### src/rtl/tamagotchi_vitals.sv
// Pet-state engine: game-tick prescaler, three saturating vitals (hunger, happy,
// energy) and the pet lifecycle FSM. The 8-bit status byte is
// {state, alert, happy}.
// Optional build macro TAMA_REVIVE_EN: pressing feed and play together while
// DEAD revives the pet.
module tamagotchi_vitals #(
  parameter int unsigned TICK_DIV     = 1000000,
  parameter int unsigned ACTION_TICKS = 4,
  parameter int unsigned SICK_LIMIT   = 8
) (
  input  logic       clk,
  input  logic       rst,
  input  logic       ena,
  input  logic       btn_feed,
  input  logic       btn_play,
  input  logic       btn_sleep,
  output logic [7:0] status,
  output logic [3:0] hunger,
  output logic [3:0] happy,
  output logic [3:0] energy,
  output logic [2:0] state,
  output logic       tick
);

  localparam int unsigned CntW = (TICK_DIV > 2) ? $clog2(TICK_DIV) : 1;
  localparam int unsigned ActW = $clog2(ACTION_TICKS + 1);
  localparam int unsigned NegW = $clog2(SICK_LIMIT + 1);

  typedef enum logic [2:0] {
    StIdle     = 3'd0,
    StEating   = 3'd1,
    StPlaying  = 3'd2,
    StSleeping = 3'd3,
    StSick     = 3'd4,
    StDead     = 3'd5
  } state_e;

  state_e            state_q, state_d;
  logic [CntW-1:0]   cnt_q, cnt_d;
  logic [3:0]        hunger_q, hunger_d;
  logic [3:0]        happy_q, happy_d;
  logic [3:0]        energy_q, energy_d;
  logic [ActW-1:0]   act_q, act_d;
  logic [NegW-1:0]   neg_q, neg_d;
  logic [7:0]        status_q, status_d;
  logic              alert_d;

  function automatic logic [3:0] sat_add(input logic [3:0] v, input logic [1:0] d);
    logic [4:0] s;
    s = {1'b0, v} + {3'b000, d};
    return (s > 5'd15) ? 4'hf : s[3:0];
  endfunction

  function automatic logic [3:0] sat_sub(input logic [3:0] v, input logic [1:0] d);
    return (v < {2'b00, d}) ? 4'h0 : (v - {2'b00, d});
  endfunction

  // Tick is a decode of the prescaler register, gated by enable.
  assign tick = ena && (cnt_q == CntW'(TICK_DIV - 1));

  // Next-state: prescaler, per-state vital rules and FSM transitions.
  always_comb begin
    cnt_d    = cnt_q;
    state_d  = state_q;
    hunger_d = hunger_q;
    happy_d  = happy_q;
    energy_d = energy_q;
    act_d    = act_q;
    neg_d    = neg_q;
    if (ena) begin
      cnt_d = tick ? '0 : cnt_q + CntW'(1);
      unique case (state_q)
        StIdle: begin
          if (tick) begin
            hunger_d = sat_add(hunger_q, 2'd1);
            happy_d  = sat_sub(happy_q, 2'd1);
            energy_d = sat_sub(energy_q, 2'd1);
            if (hunger_d == 4'hf) begin
              state_d = StSick;
              neg_d   = '0;
            end
          end
          // Commands override a simultaneous starvation transition.
          if (btn_feed) begin
            state_d = StEating;
            act_d   = ActW'(ACTION_TICKS);
          end else if (btn_play && (energy_q != 4'h0)) begin
            state_d = StPlaying;
          end else if (btn_sleep) begin
            state_d = StSleeping;
          end
        end
        StEating: begin
          if (tick) begin
            hunger_d = sat_sub(hunger_q, 2'd3);
            act_d    = (act_q == '0) ? '0 : act_q - ActW'(1);
            if (act_d == '0) state_d = StIdle;
          end
        end
        StPlaying: begin
          if (tick) begin
            happy_d  = sat_add(happy_q, 2'd2);
            energy_d = sat_sub(energy_q, 2'd1);
            hunger_d = sat_add(hunger_q, 2'd1);
            if (energy_d == 4'h0) state_d = StIdle;
          end
          if (btn_play) state_d = StIdle;
        end
        StSleeping: begin
          if (tick) begin
            energy_d = sat_add(energy_q, 2'd2);
            hunger_d = sat_add(hunger_q, 2'd1);
            if (energy_d == 4'hf) state_d = StIdle;
          end
          if (btn_sleep) state_d = StIdle;
        end
        StSick: begin
          if (tick) begin
            happy_d = sat_sub(happy_q, 2'd1);
            neg_d   = neg_q + NegW'(1);
            if (neg_d == NegW'(SICK_LIMIT)) state_d = StDead;
          end
          if (btn_feed) begin
            state_d = StEating;
            act_d   = ActW'(ACTION_TICKS);
            neg_d   = '0;
          end
        end
        StDead: begin
`ifdef TAMA_REVIVE_EN
          if (btn_feed && btn_play) begin
            state_d  = StIdle;
            hunger_d = 4'h0;
            happy_d  = 4'h8;
            energy_d = 4'h8;
            act_d    = '0;
            neg_d    = '0;
          end
`endif
        end
        default: state_d = StIdle;
      endcase
    end
    alert_d  = (hunger_d >= 4'd12) || (happy_d <= 4'd3) || (energy_d <= 4'd3) ||
               (state_d == StSick) || (state_d == StDead);
    status_d = {state_d, alert_d, happy_d};
  end

  // State register with synchronous reset.
  always_ff @(posedge clk) begin
    if (rst) begin
      state_q  <= StIdle;
      cnt_q    <= '0;
      hunger_q <= 4'h0;
      happy_q  <= 4'hf;
      energy_q <= 4'hf;
      act_q    <= '0;
      neg_q    <= '0;
      status_q <= 8'h0f;
    end else begin
      state_q  <= state_d;
      cnt_q    <= cnt_d;
      hunger_q <= hunger_d;
      happy_q  <= happy_d;
      energy_q <= energy_d;
      act_q    <= act_d;
      neg_q    <= neg_d;
      status_q <= status_d;
    end
  end

  assign status = status_q;
  assign hunger = hunger_q;
  assign happy  = happy_q;
  assign energy = energy_q;
  assign state  = state_q;

endmodule
### config.mk
export PLATFORM = sky130hd
export DESIGN_NAME = tamagotchi_vitals
export DESIGN_NICKNAME = d
export VERILOG_FILES = /design/src/rtl/tamagotchi_vitals.sv
export SDC_FILE = /design/constraint.sdc
export NUM_CORES = 1
export LEC_CHECK = 0
export CORE_MARGIN = 3
export CORE_UTILIZATION = 52
export DETAILED_ROUTE_END_ITERATION = 8
export PLACE_DENSITY = 0.77
export SLEW_MARGIN = 20
export SYNTH_ARGS = -nofsm -noshare
export SYNTH_HDL_FRONTEND = slang
export SYNTH_SLANG_ARGS = --single-unit
### constraint.sdc
create_clock -name clk -period 2 [get_ports clk]
set_input_delay 0.2 -clock clk [delete_from_list [all_inputs] [get_ports clk]]
set_output_delay 0.2 -clock clk [all_outputs]
set_load 0.02 [all_outputs]
After elaboration in Yosys (flattened, before gate mapping)
Index checks and enable logic that the tools add are counted.
W data, S select, Z words.
{"block": "totals", "reg_bits": 50, "elab_cells": 106, "inputBits": 6}
{"block": "op_classes", "reduce_logical": 18, "mux": 46, "magnitude_cmp": 9, "eq_ne": 16, "add_sub_neg": 9}
{"cell": "$mux W4", "n": 19}
{"cell": "$mux W3", "n": 20}
{"cell": "$pmux W4 S2", "n": 4}
{"cell": "$add A20 B1 Y20 const B", "n": 1}
{"cell": "$eq A20 B20 Y1 const B", "n": 1}
{"cell": "$mux W20", "n": 1}
{"cell": "$pmux W3 S6", "n": 1}
{"cell": "$gt A5 B4 Y1 const B", "n": 3}
{"cell": "$eq A3 B3 Y1 const B", "n": 4}
{"cell": "$eq A4 B4 Y1 const B", "n": 3}
{"cell": "$add A4 B2 Y5 const B", "n": 2}
{"cell": "$logic_not A3 Y1", "n": 3}
{"cell": "$le A4 B2 Y1 const B", "n": 2}
{"cell": "$lt A4 B1 Y1 const B", "n": 2}
{"cell": "$sub A4 B1 Y4 const B", "n": 2}
{"cell": "$eq A3 B2 Y1 const B", "n": 2}
{"cell": "$ne A2 B2 Y1 const B", "n": 3}
{"cell": "$pmux W3 S2", "n": 1}
{"cell": "$add A4 B1 Y5 const B", "n": 1}
{"cell": "$reduce_and A5 Y1", "n": 1}
{"cell": "$add A4 B1 Y4 const B", "n": 1}
{"cell": "$ge A4 B4 Y1 const B", "n": 1}
{"cell": "$logic_not A4 Y1", "n": 1}
{"cell": "$logic_or A1 B1 Y1", "n": 4}
{"cell": "12 further kinds", "n": 15}

Depth between registers and ports, before layout
Gate-level depths: netlist (run 1).
{"block": "depth", "word_depth": 14, "ltp_mapped": 9, "mapped_depth_nobuf": 8}

Least setup slack after synthesis (run 1)
Ideal clock, no wire load.
{"block": "synth_path", "path_kind": "flip-flop to flip-flop", "from": "reg with a tool-made name", "to": "reg state_q[1], in the netlist state[1]", "n_path_buf": 0, "stages_incl_launch_ff": 9, "t_arrival_ns": 2.232, "required_time_ns": 1.930, "slack_ns": -0.303, "setup_time_ns": 0.070, "path_cell_list": "dfxtp_1 inv_1 ha_1 nor2b_1 o221ai_1 o31ai_1 a2111oi_0 o221ai_1 a21oi_1"}
{"element": "end signal, assigned", "line": "152", "rtl": "state_q <= StIdle;"}
{"element": "end signal, assigned", "line": "161", "rtl": "state_q <= state_d;"}
{"element": "end, declared", "line": "38", "rtl": "state_e state_q, state_d;"}

==> results.md, run 1 <==
- 12.9 ps — worst-case clock skew
- 0.464 mW — switching pwr
- dfxtp_1 — library cell with the highest instance count after synthesis
- 29 — quantity of I/O buffers inserted on ports
- dfxtp_1 — dominant synthesized flop cell
- -109 ps — worst path setup slack after routing
- 3188 — via count of the first global-routing pass
- 420 ps — Worst Tran Pin Value
- 6.04 — via density per instance
- 0 — count of pins over their slew limit
- -350 ps — Setup Slack @ Placement
- 504 — nets@finish
- flip-flop — critical path startpoint category
- 1.69 nW — Leakage
- 105% — Period Utilization, post-route
- 90 ps — clock-pin slew on the worst setup and hold paths
- 0 — Post-synth EDFFs
- 0 — post-route DRC violation count
- 81.1 um — height of the die
- 381 — gate count after technology mapping
- 26.6% — sw frac
- 420 mW/mm^2 — power density cells
- 0 — final antenna-violating net count
- yes — unrepaired setup endpoints after global routing
- 2350 ps — arrival time of the worst setup path
- 877 um^2 — sequential cell area
- 365 — final-layout fill cell count
- built — clock tree from TritonCTS
- 43 x dfxtp_1, 39 x nor2_1, 33 x nand2_1 — leading cell types by count after synthesis
- 43 — Sink Count
- 50.1% — share of power burned in registers
- finished with violations — run status
- 2 — maximum level of the CTS H-tree
- 55.7% — effective utilization at floorplan
- 405 — net count after synthesis
- setup timing — failing checks
- 0.00293 mm^2 — Post-Synthesis Cell Area
- 2110 ps — fin crit period
- 2 — # setup viols final
- dfxtp_1 — Yosys top cell by area
- 29.3% — proportion of synthesized chip area in sequential cells
- 9.07 mm — final wirelength
- -113 ps — final sum of negative setup slack
- 16.5 um — routed length per instance
- 2 — deepest clock path buffer count
- 0.00527 mm^2 — placeable core region
- 0.00416 mm^2 — Layout Cell Area excl Fill
- 71.8% — headroom to the max-slew limit
- 0 — number of failing hold endpoints at the final stage
- 5 — drt first pass iters
- 0 — maximum capacitance violations
- 237 — number of design-rule violations left by the first detailed-router iteration
- 1.28 mW — internal cell power
- reg -> reg — type of the worst setup path
- 14.6 mm — global-route wire length before repair
- 4 — largest fanout on the critical path
- 30 — number of I/O pins
- reg -> reg — type of the tightest min-delay check
- 26 — site row count
- 0.910 — RePlAce Congestion
- 0.474 GHz — fmax
- 0.00208 mm^2 — area occupied by multi-input gates
- 29.1% — layout cell share with drive strength beyond 1
- 0 — diodes inserted
- 2 — cell depth of the worst min-delay path
- 0 — number of warning messages in the yosys log
- 0 — initial antenna violation count
- dfxtp_1 29%, ha_1 7.7%, nor2_1 5.0%, o21ai_0 4.6%, nand2_1 4.2% — cell types with the largest area share after synthesis
- dfxtp_2 — Slowest-stage cell, CP
- 300 ps — worst-skew pair later-pin latency
- 81.1 um — Die X
- 0 — total overflow reported by the global router
- 43 — flops & latches, synth
- 0.00383 mm^2 — area of placed instances
- 79.0% — post-layout utilization of the core
- 7.70 um^2 — syn avg cell area
- 62 — number of different library cells in the post-synthesis netlist
- 19 — maximum number of pins on one net before global-route repair
- 0.00658 mm^2 — die footprint
- 35.9% — clock power share
- 330 ps — delay contributed by the slowest stage of the critical path
- 0% — Synth async-reset ratio
- 3329 — via count of the routed design
- 5 — Num CTS Buffers
- 27.9% — overall global routing resource usage
- clkbuf_8 — Clock Tree Root
- flip-flop — nature of the critical path endpoint
- 29.3% — area share of the largest cell type after synthesis
- 14.0% — combinational share of power
- 0.000376 V — Max IR drop VDD
- inv_1, ha_1, a21boi_0, o21ai_0, o31a_1, a31o_2, o32ai_1, a221o_1 — crit-path cells
- 41.8% — synth-to-layout area growth
- 6.19 mm — HPWL after detailed placement
- 2240 ps — Critical Path RT
- 8 — number of cells on the worst reg-to-reg path
## cell families (layout without fill, tap and decap cells)
logic type | after synthesis | in the layout | share of synthesized area (%)
adders and majority gates | 18 | 18 | 7.68
xor gates and xnor gates | 16 | 16 | 4.78
AOI/OAI and AO/OA | 97 | 97 | 21.5
muxes | 4 | 4 | 1.36
and+or+nand+nor | 162 | 162 | 29.0
buffers and inverters | 41 | 141 | 6.35
DFF | 43 | 43 | 29.3
## power groups by stage
stage               sequential [mW]  combinational [mW]  clock [mW]
global placement              0.895               0.220           0
CTS                           0.874               0.229       0.636
finish                        0.875               0.245       0.628
floorplan                     0.898               0.118           0
global route                  0.877               0.263       0.677
detailed placement            0.895               0.225           0
## routing by layer
layer	routed length [um]	up-vias	track usage, %
met5	0	-	0
met4	270	0	11.5
met3	608	34	5.43
met2	4530	170	47.1
met1	3660	1557	34.7
li1	-	1568	-
## final timing paths
check,from,to,slack [ps]
max,flip-flop,status[4]$_SDFF_PP0_,-110
min,act_q[2]$_SDFFE_PP0P_,act_q[1]$_SDFFE_PP0P_,500
max reg2reg,flip-flop,status[4]$_SDFF_PP0_,-110
min reg2reg,act_q[2]$_SDFFE_PP0P_,act_q[1]$_SDFFE_PP0P_,500
## layout by cell type, fill, tap and decap left out, types with 13 or more instances in the layout
| master | n |
|---|---|
| buf_4 | 81 |
| nor2_1 | 39 |
| dfxtp_1 | 34 |
| nand2_1 | 33 |
| clkdlybuf4s50_1 | 28 |
| o21ai_0 | 26 |
| a21oi_1 | 20 |
| inv_1 | 16 |
| nand3_1 | 16 |
| xor2_1 | 14 |
| nor3_1 | 13 |
| ha_1 | 13 |
## sequential cells by signal, summed over array words and instances (netlist names), named ones only
register	count
state	3
status	2
cnt_q	20
happy	2
energy	3
neg_q	4
hunger	3
act_q	3
## through the flow
stage | instances | hold WS (ps) | total power [mW]
after floorplan | 381 | 441 | 1.02
after global placement | 537 | 476 | 1.11
after detailed placement | 537 | 496 | 1.12
after CTS | 550 | 507 | 1.74
after global routing | 551 | 534 | 1.82
final | 551 | 501 | 1.75
## worst max-delay path: cells and delay by family, from the launching register on
kind	cells	cell delay [ps]
DFF	1	330
buffers and inverters	1	110
adders and majority gates	1	200
AOI/OAI and AO/OA	6	1420
## final cells by class
cell class / count / area share (%)
clock inverter: 1 / 0.150
inverter: 20 / 1.98
sequential: 43 / 21.1
tap: 70 / 2.10
multi-input combinational: 297 / 49.9
clock buffer: 7 / 2.32
timing repair buffer: 113 / 22.5
## what timing repair did
action / in CTS / in global routing
pin swaps: 12 / 8
buffers inserted: 5 / 1
endpoints found under the setup margin: 12 / 14
gates resized for setup: 23 / 20
gates cloned: 0 / 0
hold buffers: 0 / 0
Note: power is estimated with default switching activity, not from simulation.
==> run 2: changes to the inputs <==
ABC_CLOCK_PERIOD_IN_PS = 2000   (was unset)
==> results of run 2 <==
Final layout, timing and power as in run 1 (identical DEF).
==> run 3: changes to the inputs <==
CTS_CLUSTER_DIAMETER = 200   (was unset)
==> results of run 3 <==
Final layout, timing and power as in run 1 (identical DEF).
